`config.mk`:
```
export PLATFORM = sky130hd
export DESIGN_NAME = epsilon_greedy_select
export DESIGN_NICKNAME = d
export VERILOG_FILES = /design/src/rtl/epsilon_greedy_select.sv
export SDC_FILE = /design/constraint.sdc
export NUM_CORES = 1
export LEC_CHECK = 0
export ABC_CLOCK_PERIOD_IN_PS = 5900
export BUFFER_PORTS_ARGS = -buffer_cell sky130_fd_sc_hd__buf_4
export CELL_PAD_IN_SITES_DETAIL_PLACEMENT = 0
export CELL_PAD_IN_SITES_GLOBAL_PLACEMENT = 1
export CORE_AREA = 2 2 140 101
export CTS_BUF_LIST = sky130_fd_sc_hd__clkbuf_8 sky130_fd_sc_hd__clkbuf_16
export DETAILED_ROUTE_END_ITERATION = 6
export DIE_AREA = 0 0 142 103
export PLACE_DENSITY_LB_ADDON = 0.15
export SLEW_MARGIN = 40
export SYNTH_ARGS = -nofsm -noshare
export SYNTH_HDL_FRONTEND = slang
export SYNTH_SLANG_ARGS = --single-unit
```
`constraint.sdc`:
```
create_clock -name clk -period 5.9 [get_ports clk]
set_input_delay 0.59 -clock clk [delete_from_list [all_inputs] [get_ports clk]]
set_output_delay 0.59 -clock clk [all_outputs]
set_load 0.05 [all_outputs]
```
`src/rtl/epsilon_greedy_select.sv`:
```
// Epsilon-greedy action selector; consumer end of a 16-bit LFSR randomizer.
//
// After reset it seeds the randomizer (lfsr_start/lfsr_ic) for SEED_CYCLES edges.
// Each accepted request then makes one epsilon-greedy choice among 4 actions.
// Results appear with a fixed latency of 3 cycles on both the explore and greedy paths.
//
// Ports:
//   clk, rst_n      clock, asynchronous active-low reset
//   seed            LFSR seed; lfsr_ic substitutes SEED_DEFAULT for an all-zero seed
//   lfsr_start      high while seeding; randomizer loads lfsr_ic
//   lfsr_ic         randomizer initial condition (combinational)
//   rand_in         randomizer q[7:0]
//   req             request level, sampled in IDLE
//   epsilon         explore threshold, latched on accept
//   q0..q3          signed Q-values, latched on accept
//   busy            high whenever not IDLE
//   valid           one-cycle result strobe
//   action          chosen action (held between results)
//   explored        1 = random choice, 0 = greedy (held with action)
module epsilon_greedy_select #(
  parameter int unsigned Q_W          = 16,
  parameter int unsigned SEED_CYCLES  = 2,
  parameter logic [15:0] SEED_DEFAULT = 16'hACE1
) (
  input  logic                  clk,
  input  logic                  rst_n,
  input  logic [15:0]           seed,
  output logic                  lfsr_start,
  output logic [15:0]           lfsr_ic,
  input  logic [7:0]            rand_in,
  input  logic                  req,
  input  logic [7:0]            epsilon,
  input  logic signed [Q_W-1:0] q0,
  input  logic signed [Q_W-1:0] q1,
  input  logic signed [Q_W-1:0] q2,
  input  logic signed [Q_W-1:0] q3,
  output logic                  busy,
  output logic                  valid,
  output logic [1:0]            action,
  output logic                  explored
);

  localparam int unsigned CntW = (SEED_CYCLES > 1) ? $clog2(SEED_CYCLES) : 1;
  localparam logic [CntW-1:0] CntLast = CntW'(SEED_CYCLES - 1);

  typedef enum logic [2:0] {
    StSeed    = 3'd0,
    StIdle    = 3'd1,
    StDraw    = 3'd2,
    StExplore = 3'd3,
    StCmp     = 3'd4,
    StDone    = 3'd5
  } state_e;

  state_e                state_q, state_d;
  logic [CntW-1:0]       cnt_q, cnt_d;
  logic [7:0]            eps_q, eps_d;
  logic signed [Q_W-1:0] q_q [4];
  logic signed [Q_W-1:0] q_d [4];
  logic [1:0]            action_q, action_d;
  logic                  explored_q, explored_d;

  logic [1:0]            best_idx;
  logic signed [Q_W-1:0] best_val;

  // An all-zero seed would lock the LFSR, so substitute the default.
  assign lfsr_ic = (seed == 16'h0000) ? SEED_DEFAULT : seed;

  // Status outputs decode the state register directly so an asynchronous
  // reset takes effect without waiting for a clock edge.
  assign lfsr_start = (state_q == StSeed);
  assign busy       = (state_q != StIdle);
  assign valid      = (state_q == StDone);
  assign action     = action_q;
  assign explored   = explored_q;

  // Argmax over latched Q-values; strict '>' keeps the lowest index on ties.
  always_comb begin
    best_idx = 2'd0;
    best_val = q_q[0];
    for (int i = 1; i < 4; i++) begin
      if (q_q[i] > best_val) begin
        best_idx = 2'(i);
        best_val = q_q[i];
      end
    end
  end

  always_comb begin
    state_d    = state_q;
    cnt_d      = cnt_q;
    eps_d      = eps_q;
    q_d        = q_q;
    action_d   = action_q;
    explored_d = explored_q;

    unique case (state_q)
      StSeed: begin
        if (cnt_q == CntLast) begin
          cnt_d   = '0;
          state_d = StIdle;
        end else begin
          cnt_d = cnt_q + 1'b1;
        end
      end
      StIdle: begin
        if (req) begin
          eps_d   = epsilon;
          q_d[0]  = q0;
          q_d[1]  = q1;
          q_d[2]  = q2;
          q_d[3]  = q3;
          state_d = StDraw;
        end
      end
      StDraw: begin
        if (rand_in < eps_q) begin
          explored_d = 1'b1;
          state_d    = StExplore;
        end else begin
          explored_d = 1'b0;
          state_d    = StCmp;
        end
      end
      StExplore: begin
        // Fresh byte from the randomizer, not the one used for the draw.
        action_d = rand_in[7:6];
        state_d  = StDone;
      end
      StCmp: begin
        action_d = best_idx;
        state_d  = StDone;
      end
      StDone: begin
        state_d = StIdle;
      end
      default: begin
        cnt_d   = '0;
        state_d = StSeed;
      end
    endcase
  end

  always_ff @(posedge clk or negedge rst_n) begin
    if (!rst_n) begin
      state_q    <= StSeed;
      cnt_q      <= '0;
      eps_q      <= '0;
      q_q[0]     <= '0;
      q_q[1]     <= '0;
      q_q[2]     <= '0;
      q_q[3]     <= '0;
      action_q   <= '0;
      explored_q <= 1'b0;
    end else begin
      state_q    <= state_d;
      cnt_q      <= cnt_d;
      eps_q      <= eps_d;
      q_q        <= q_d;
      action_q   <= action_d;
      explored_q <= explored_d;
    end
  end

endmodule

```
# After elaboration in Yosys (flattened, before gate mapping)
# Index checks and enable logic that the tools add are counted.
[totals] register_bits=79 latch_bits=0 mem_bits_rw=0 rom_bits=0 mem_count=0
[op_classes] addsub=1 mul=0 div=0 magnitude_cmp=4 eq_ne=8 shifts=0 n_mux=14 bitwise=0 reduce_logical=7
[ops] op="16-bit > comparator" count=3
[ops] op="16-bit two-way mux" count=3
[ops] op="16-bit zero test" count=1
[ops] op="3-bit case mux with 5 select lines" count=1
[ops] op="3-bit two-way mux" count=3
[ops] op="8-bit < comparator" count=1
[ops] op="3-bit by 2-bit equality test with 1-bit output (second input constant)" count=2
[ops] op="3-bit equality test (second input constant)" count=2
[ops] op="5-bit OR reduction" count=1
[ops] op="2-bit two-way mux" count=2
[ops] op="2-bit case mux with 2 select lines" count=1
[ops] op="2-bit AND reduction" count=2
[ops] op="3-bit by 1-bit equality test with 1-bit output (second input constant)" count=1
[ops] op="3-bit zero test" count=1
[ops] op="1-bit two-way mux" count=3
[ops] op="3-bit by 1-bit != test with 1-bit output (second input constant)" count=1
[ops] op="2-bit by 1-bit != test with 1-bit output (second input constant)" count=1
[ops] op="2-bit != test (second input constant)" count=1
[ops] op="1-bit case mux with 2 select lines" count=1
[ops] op="2-bit nonzero test" count=1
[ops] op="2-bit OR reduction" count=1
[ops] op="1-bit adder (second input constant)" count=1

# Longest topological paths before layout
[logic_depth] ltp_word=7 depth_mapped=26 ltp_nobuf=24

# Least setup slack after synthesis
# OpenSTA, ideal clock, no wires.
[synth_timing] path_type="reg-to-reg" from="register q_q[46] in the netlist's numbering" to="register action_q[0] (netlist: action[0])" setup_time_ns=0.086 arrival_ns=5.582 t_required_ns=5.814 slack_ns=0.232 stages_incl_launch_ff=26 period_less_slack_ns=5.668 cell_sequence="dfrtp_1 -> ha_1 -> nand4_2 -> or4_4 -> nor2_1 -> a31oi_1 -> mux2i_4 -> buf_12 -> mux2i_1 -> ha_1 -> a21o_1 -> a221o_1 -> o211ai_1 -> and3_1 -> a311oi_1 -> inv_2 -> buf_2 -> mux2_2 -> ha_1 -> a211oi_1 -> nor2_1 -> o311ai_0 -> o211ai_1 -> mux2i_1 -> o211a_1 -> a32oi_1"
[synth_between] elab_chain_len=7
[synth_rtl] item="start, declared" line="58" source="logic signed [Q_W-1:0] q_q [4];"
[synth_rtl] item="start signal, assigned" line="159" source="q_q <= q_d;"
[synth_rtl] item="16-bit > comparator" line="82" source="if (q_q[i] > best_val) begin"
[synth_rtl] item="16-bit two-way mux" line="82"
[synth_rtl] item="16-bit > comparator" line="82"
[synth_rtl] item="16-bit two-way mux" line="82"
[synth_rtl] item="16-bit > comparator" line="82"
[synth_rtl] item="2-bit two-way mux *" line="82"
[synth_rtl] item="2-bit case mux with 2 select lines *" line="97" source="unique case (state_q)"
[synth_rtl] item="end signal, assigned" line="160" source="action_q <= action_d;"
[synth_rtl] item="end, declared" line="60" source="logic [1:0] action_q, action_d;"
# Mark *: on every way between the ends. The rest lies on a longest branch, timed or not.
# A chain may end at the register's enable or synchronous reset.

# Final worst setup path
[layout_timing] from="register q_q[61] in the netlist's numbering" to="register action_q[0] (netlist: action[0])"
# The elaborated chain is that of the path after synthesis.

==> impl_metrics.xml <==
<?xml version="1.0" encoding="UTF-8"?>
<metrics>
  <group name="cts">
    <metric name="worst_setup_hold_path_clk_slew" unit="ns">0.06</metric>
    <metric name="clock_tree.buffer_depth" unit="">2</metric>
    <metric name="ctsRootBufferMaster" unit="">sky130_fd_sc_hd__clkbuf_16</metric>
    <metric name="cts_hold_buffers" unit="">0</metric>
    <metric name="cts_tree" unit="">yes</metric>
    <metric name="htreeDepth" unit="">3</metric>
    <metric name="clock_sinks" unit="">79</metric>
    <metric name="clk-insertion-delay-late" unit="ns">0.33</metric>
    <metric name="tritoncts.num_buffers" unit="">9</metric>
  </group>
  <group name="logic_synthesis">
    <metric name="synth_seq_area_share" unit="%">41.2</metric>
    <metric name="synth_cell_type_count" unit="">46</metric>
    <metric name="yosysWarningCount" unit="">0</metric>
    <metric name="synth_largest_type_area_fraction" unit="%">41.2</metric>
    <metric name="count_of_flip_flops_with_a_built_in_enable_after_synthesis" unit="">0</metric>
    <metric name="synth_area_leaders" unit="">sky130_fd_sc_hd__dfrtp_1, sky130_fd_sc_hd__ha_1, sky130_fd_sc_hd__mux2_2</metric>
    <metric name="synth.cell_area" unit="sq mm">0.00480</metric>
    <metric name="yosysTopAreaCell" unit="">sky130_fd_sc_hd__dfrtp_1</metric>
    <metric name="synthCells" unit="">474</metric>
    <metric name="ys.flop_type" unit="">sky130_fd_sc_hd__dfrtp_1</metric>
    <metric name="synthArstFlopShare" unit="%">100</metric>
    <metric name="syn-num-nets" unit="">628</metric>
    <metric name="ys_ff_latch" unit="">79</metric>
    <metric name="synth_area_per_cell" unit="sq um">10.1</metric>
  </group>
  <group name="layout">
    <metric name="final_layout_size_suffix_gt1_share" unit="%">40.8</metric>
    <metric name="instances_no_fill" unit="">777</metric>
    <metric name="finalNetCount" unit="">756</metric>
    <metric name="fillers" unit="">1262</metric>
    <metric name="flow.area_growth_from_synthesis" unit="%">37.9</metric>
    <metric name="number_of_inserted_diodes" unit="">0</metric>
  </group>
  <group name="place">
    <metric name="detailedPlacementHpwl" unit="um">9120</metric>
    <metric name="preCtsSetupSlack" unit="ns">-0.108</metric>
    <metric name="port_buffers" unit="">120</metric>
    <metric name="routabilityCongestion" unit="">0.822</metric>
    <metric name="numPlacedInstances" unit="">742</metric>
  </group>
  <group name="routing">
    <metric name="route.final.wire_length" unit="um">12400</metric>
    <metric name="via_density" unit="">4.85</metric>
    <metric name="drt-initial-drc-count" unit="">119</metric>
    <metric name="drtAntennaViolNets" unit="">0</metric>
    <metric name="drt-pass1-iter-count" unit="">4</metric>
    <metric name="drc" unit="">0</metric>
    <metric name="detailroute.via_count" unit="">3767</metric>
    <metric name="wire_per_inst" unit="um">15.9</metric>
  </group>
  <group name="setup_path">
    <metric name="worst_reg2reg_path_endpoint" unit="">action[0]</metric>
    <metric name="worst_ep_required_time" unit="ns">6.15</metric>
    <metric name="critical_path.max_fanout" unit="">7</metric>
    <metric name="cp_data_arrival_time" unit="ns">6.10</metric>
    <metric name="timing_worst_setup_path_type" unit="">register to register</metric>
    <metric name="cp-start-kind" unit="">register</metric>
    <metric name="setup.reg_to_reg.worst_slack" unit="ns">0.04</metric>
    <metric name="critPathCaptureType" unit="">register</metric>
    <metric name="worst_r2r_startpoint" unit="">q_q[61]</metric>
    <metric name="r2r.worst_path.cells" unit="">26</metric>
  </group>
  <group name="global_routing">
    <metric name="overflow" unit="">0</metric>
    <metric name="via_count_of_the_first_global_routing_pass" unit="">3777</metric>
    <metric name="antenna_found_initial" unit="">0</metric>
    <metric name="grt_max_degree" unit="">80</metric>
    <metric name="grt_first_pass_wirelength" unit="um">19600</metric>
    <metric name="groute.usage.overall" unit="%">17.5</metric>
  </group>
  <group name="pwr">
    <metric name="totalPowerFinal" unit="mW">5.03</metric>
    <metric name="static-leakage-power" unit="nW">3.04</metric>
    <metric name="power.ir.vdd_worst" unit="uV">276</metric>
    <metric name="powerDensity" unit="mW/mm^2">761</metric>
  </group>
  <group name="run_status">
    <metric name="status" unit="">completed</metric>
  </group>
  <group name="floorplan">
    <metric name="io_pins" unit="">121</metric>
    <metric name="floorplan.die_area" unit="sq mm">0.0146</metric>
    <metric name="core" unit="sq mm">0.0135</metric>
    <metric name="floorplan.rows" unit="">36</metric>
    <metric name="die_height" unit="um">103</metric>
    <metric name="start_util" unit="%">35.6</metric>
    <metric name="fp.dieW" unit="um">142</metric>
  </group>
  <group name="timing">
    <metric name="period_minus_slack" unit="ns">5.86</metric>
    <metric name="worst_clock_skew" unit="ns">0.00541</metric>
    <metric name="unrepaired_setup_endpoints_after_global_routing" unit="">yes</metric>
    <metric name="min_period_over_period" unit="%">99.3</metric>
    <metric name="worst_slack_on_hold_paths" unit="ns">0.114</metric>
    <metric name="timing.fmax" unit="GHz">0.171</metric>
    <metric name="post-route-worst-setup-slack" unit="ns">0.0435</metric>
    <metric name="number_of_endpoints_failing_setup_at_the_final_stage" unit="">0</metric>
    <metric name="slew_violations" unit="">0</metric>
    <metric name="worst_pin_slew" unit="ns">0.777</metric>
    <metric name="relSlewSlack" unit="%">47.5</metric>
    <metric name="final_hold_viol_count" unit="">0</metric>
  </group>
  <group name="run">
    <metric name="maxCapViolCount" unit="">0</metric>
  </group>
  <group name="worst_hold_path">
    <metric name="worst_hold_path_type" unit="">input port to async pin</metric>
  </group>
</metrics>
-- how the worst max path moves through the flow --
stage,cells after the start,endpoint,startpoint
2_1_floorplan,25,action[0],q_q[46]
3_3_place_gp,24,action[0],q_q[47]
3_5_place_dp,24,action[0],q_q[47]
4_1_cts,27,action[0],q_q[61]
5_1_grt,27,action[1],q_q[61]
6_report,26,action[0],q_q[61]
-- routing by layer --
metal | vias to the layer above | wire length (um) | track usage [%]
li1 | 1928 | - | -
met1 | 1759 | 6520 | 26.1
met2 | 71 | 5220 | 25.5
met3 | 9 | 531 | 3.99
met4 | 0 | 85 | 4.62
met5 | - | 0 | 0
-- area by class of cell --
class / count / area (sq um) / share of cell area, %
Clock buffer: 11 / 253 / 3.82
Clock inverter: 4 / 46.3 / 0.699
Inverter: 45 / 171 / 2.59
Multi-Input combinational cell: 324 / 2830 / 42.7
Sequential cell: 79 / 1980 / 29.9
Tap cell: 171 / 214 / 3.23
Timing Repair Buffer: 142 / 1120 / 16.9
Timing Repair inverter: 1 / 7.51 / 0.113
-- kinds of logic (layout without fill, tap and decap cells) --
logic type,Yosys count,after routing,share of synthesized area [%]
buffers and inverters,71,203,5.92
AND/OR/NAND/NOR,107,107,11.2
multiplexers,68,68,15.7
adder cells (fa/ha/maj),55,55,14.3
flip-flops,79,79,41.2
AO/OA/AOI/OAI,94,94,11.6
-- where the power goes --
part           switching (mW)  internal [mW]
clock network           0.216          0.346
logic                    1.67           1.76
registers               0.223          0.815
total                    2.11           2.92
-- cell usage in the layout, fill, tap and decap left out, drive strengths merged, types with 2 or more instances in the layout --
| master | count |
|---|---|
| nor2 | 6 |
| clkinv | 2 |
| mux2 | 50 |
| buf | 142 |
| inv | 45 |
| a32oi | 2 |
| clkbuf | 11 |
| a31oi | 2 |
| nor4 | 5 |
| nand3 | 9 |
| a211oi | 3 |
| a21oi | 21 |
| and4 | 3 |
| dfrtp | 79 |
| nor3 | 4 |
| mux2i | 18 |
| o211ai | 4 |
| a21o | 4 |
| o21ai | 47 |
| nand2b | 11 |
| nor2b | 6 |
| clkinvlp | 2 |
| nand2 | 48 |
| nand4 | 8 |
| and3 | 4 |
| ha | 55 |
-- registers in the layout, indices dropped and copies added (netlist names) --
| name | cells |
|---|---|
| action | 2 |
| cnt_q | 1 |
| state_q | 3 |
| q_q | 64 |
| eps_q | 8 |
| explored | 1 |
-- stage by stage --
step / cell area, sq um / TNS [ns] / util, %
final: 6620 / 0 / 49.1
after global routing: 6620 / -0.426 / 49.1
after CTS: 6340 / 0 / 47.1
after detailed placement: 5840 / -0.216 / 43.4
after global placement: 5840 / 0 / 43.4
after floorplan: 4800 / 0 / -
-- worst max-delay path: stages (launching register included) --
cell and delay (ns):
sky130_fd_sc_hd__dfrtp_1 0.40, sky130_fd_sc_hd__inv_2 0.07, sky130_fd_sc_hd__ha_4 0.27, sky130_fd_sc_hd__nand4_2 0.11, sky130_fd_sc_hd__or4_4 0.53, sky130_fd_sc_hd__a21oi_2 0.14, sky130_fd_sc_hd__a211oi_2 0.06, sky130_fd_sc_hd__mux2i_4 0.20
sky130_fd_sc_hd__buf_12 0.16, sky130_fd_sc_hd__mux2i_4 0.27, sky130_fd_sc_hd__ha_4 0.24, sky130_fd_sc_hd__a21o_1 0.18, sky130_fd_sc_hd__a221o_1 0.34, sky130_fd_sc_hd__o211ai_1 0.26, sky130_fd_sc_hd__a31oi_2 0.15, sky130_fd_sc_hd__a311oi_4 0.34
sky130_fd_sc_hd__buf_4 0.19, sky130_fd_sc_hd__inv_4 0.06, sky130_fd_sc_hd__mux2_2 0.26, sky130_fd_sc_hd__ha_1 0.30, sky130_fd_sc_hd__a211oi_2 0.19, sky130_fd_sc_hd__nor2_1 0.07, sky130_fd_sc_hd__o311ai_1 0.26, sky130_fd_sc_hd__o211ai_1 0.15
sky130_fd_sc_hd__mux2i_1 0.15, sky130_fd_sc_hd__o211a_1 0.24, sky130_fd_sc_hd__a32oi_1 0.16
-- Yosys cell counts (all sizes together) (2+ instances only) --
| master | n |
|---|---|
| dfrtp | 79 |
| nor3 | 4 |
| nand3 | 9 |
| nor2b | 6 |
| and3 | 4 |
| inv | 44 |
| a31oi | 2 |
| clkbuf | 20 |
| mux2 | 50 |
| a21o | 4 |
| nand2b | 11 |
| o21ai | 47 |
| nor4 | 5 |
| nand2 | 48 |
| a21oi | 21 |
| ha | 55 |
| nor2 | 6 |
| nand4 | 8 |
| mux2i | 18 |
| o211ai | 4 |
| a211oi | 3 |
| a32oi | 2 |
| and4 | 3 |
| buf | 6 |
-- what timing repair did --
action,CTS,global route
setup endpoints to repair,2,2
resized for setup,17,31
pin swaps,3,11
setup buffers,13,6
endpoints found under the hold margin,0,0
gates cloned,1,0
Note: power is estimated with default switching activity, not from simulation.
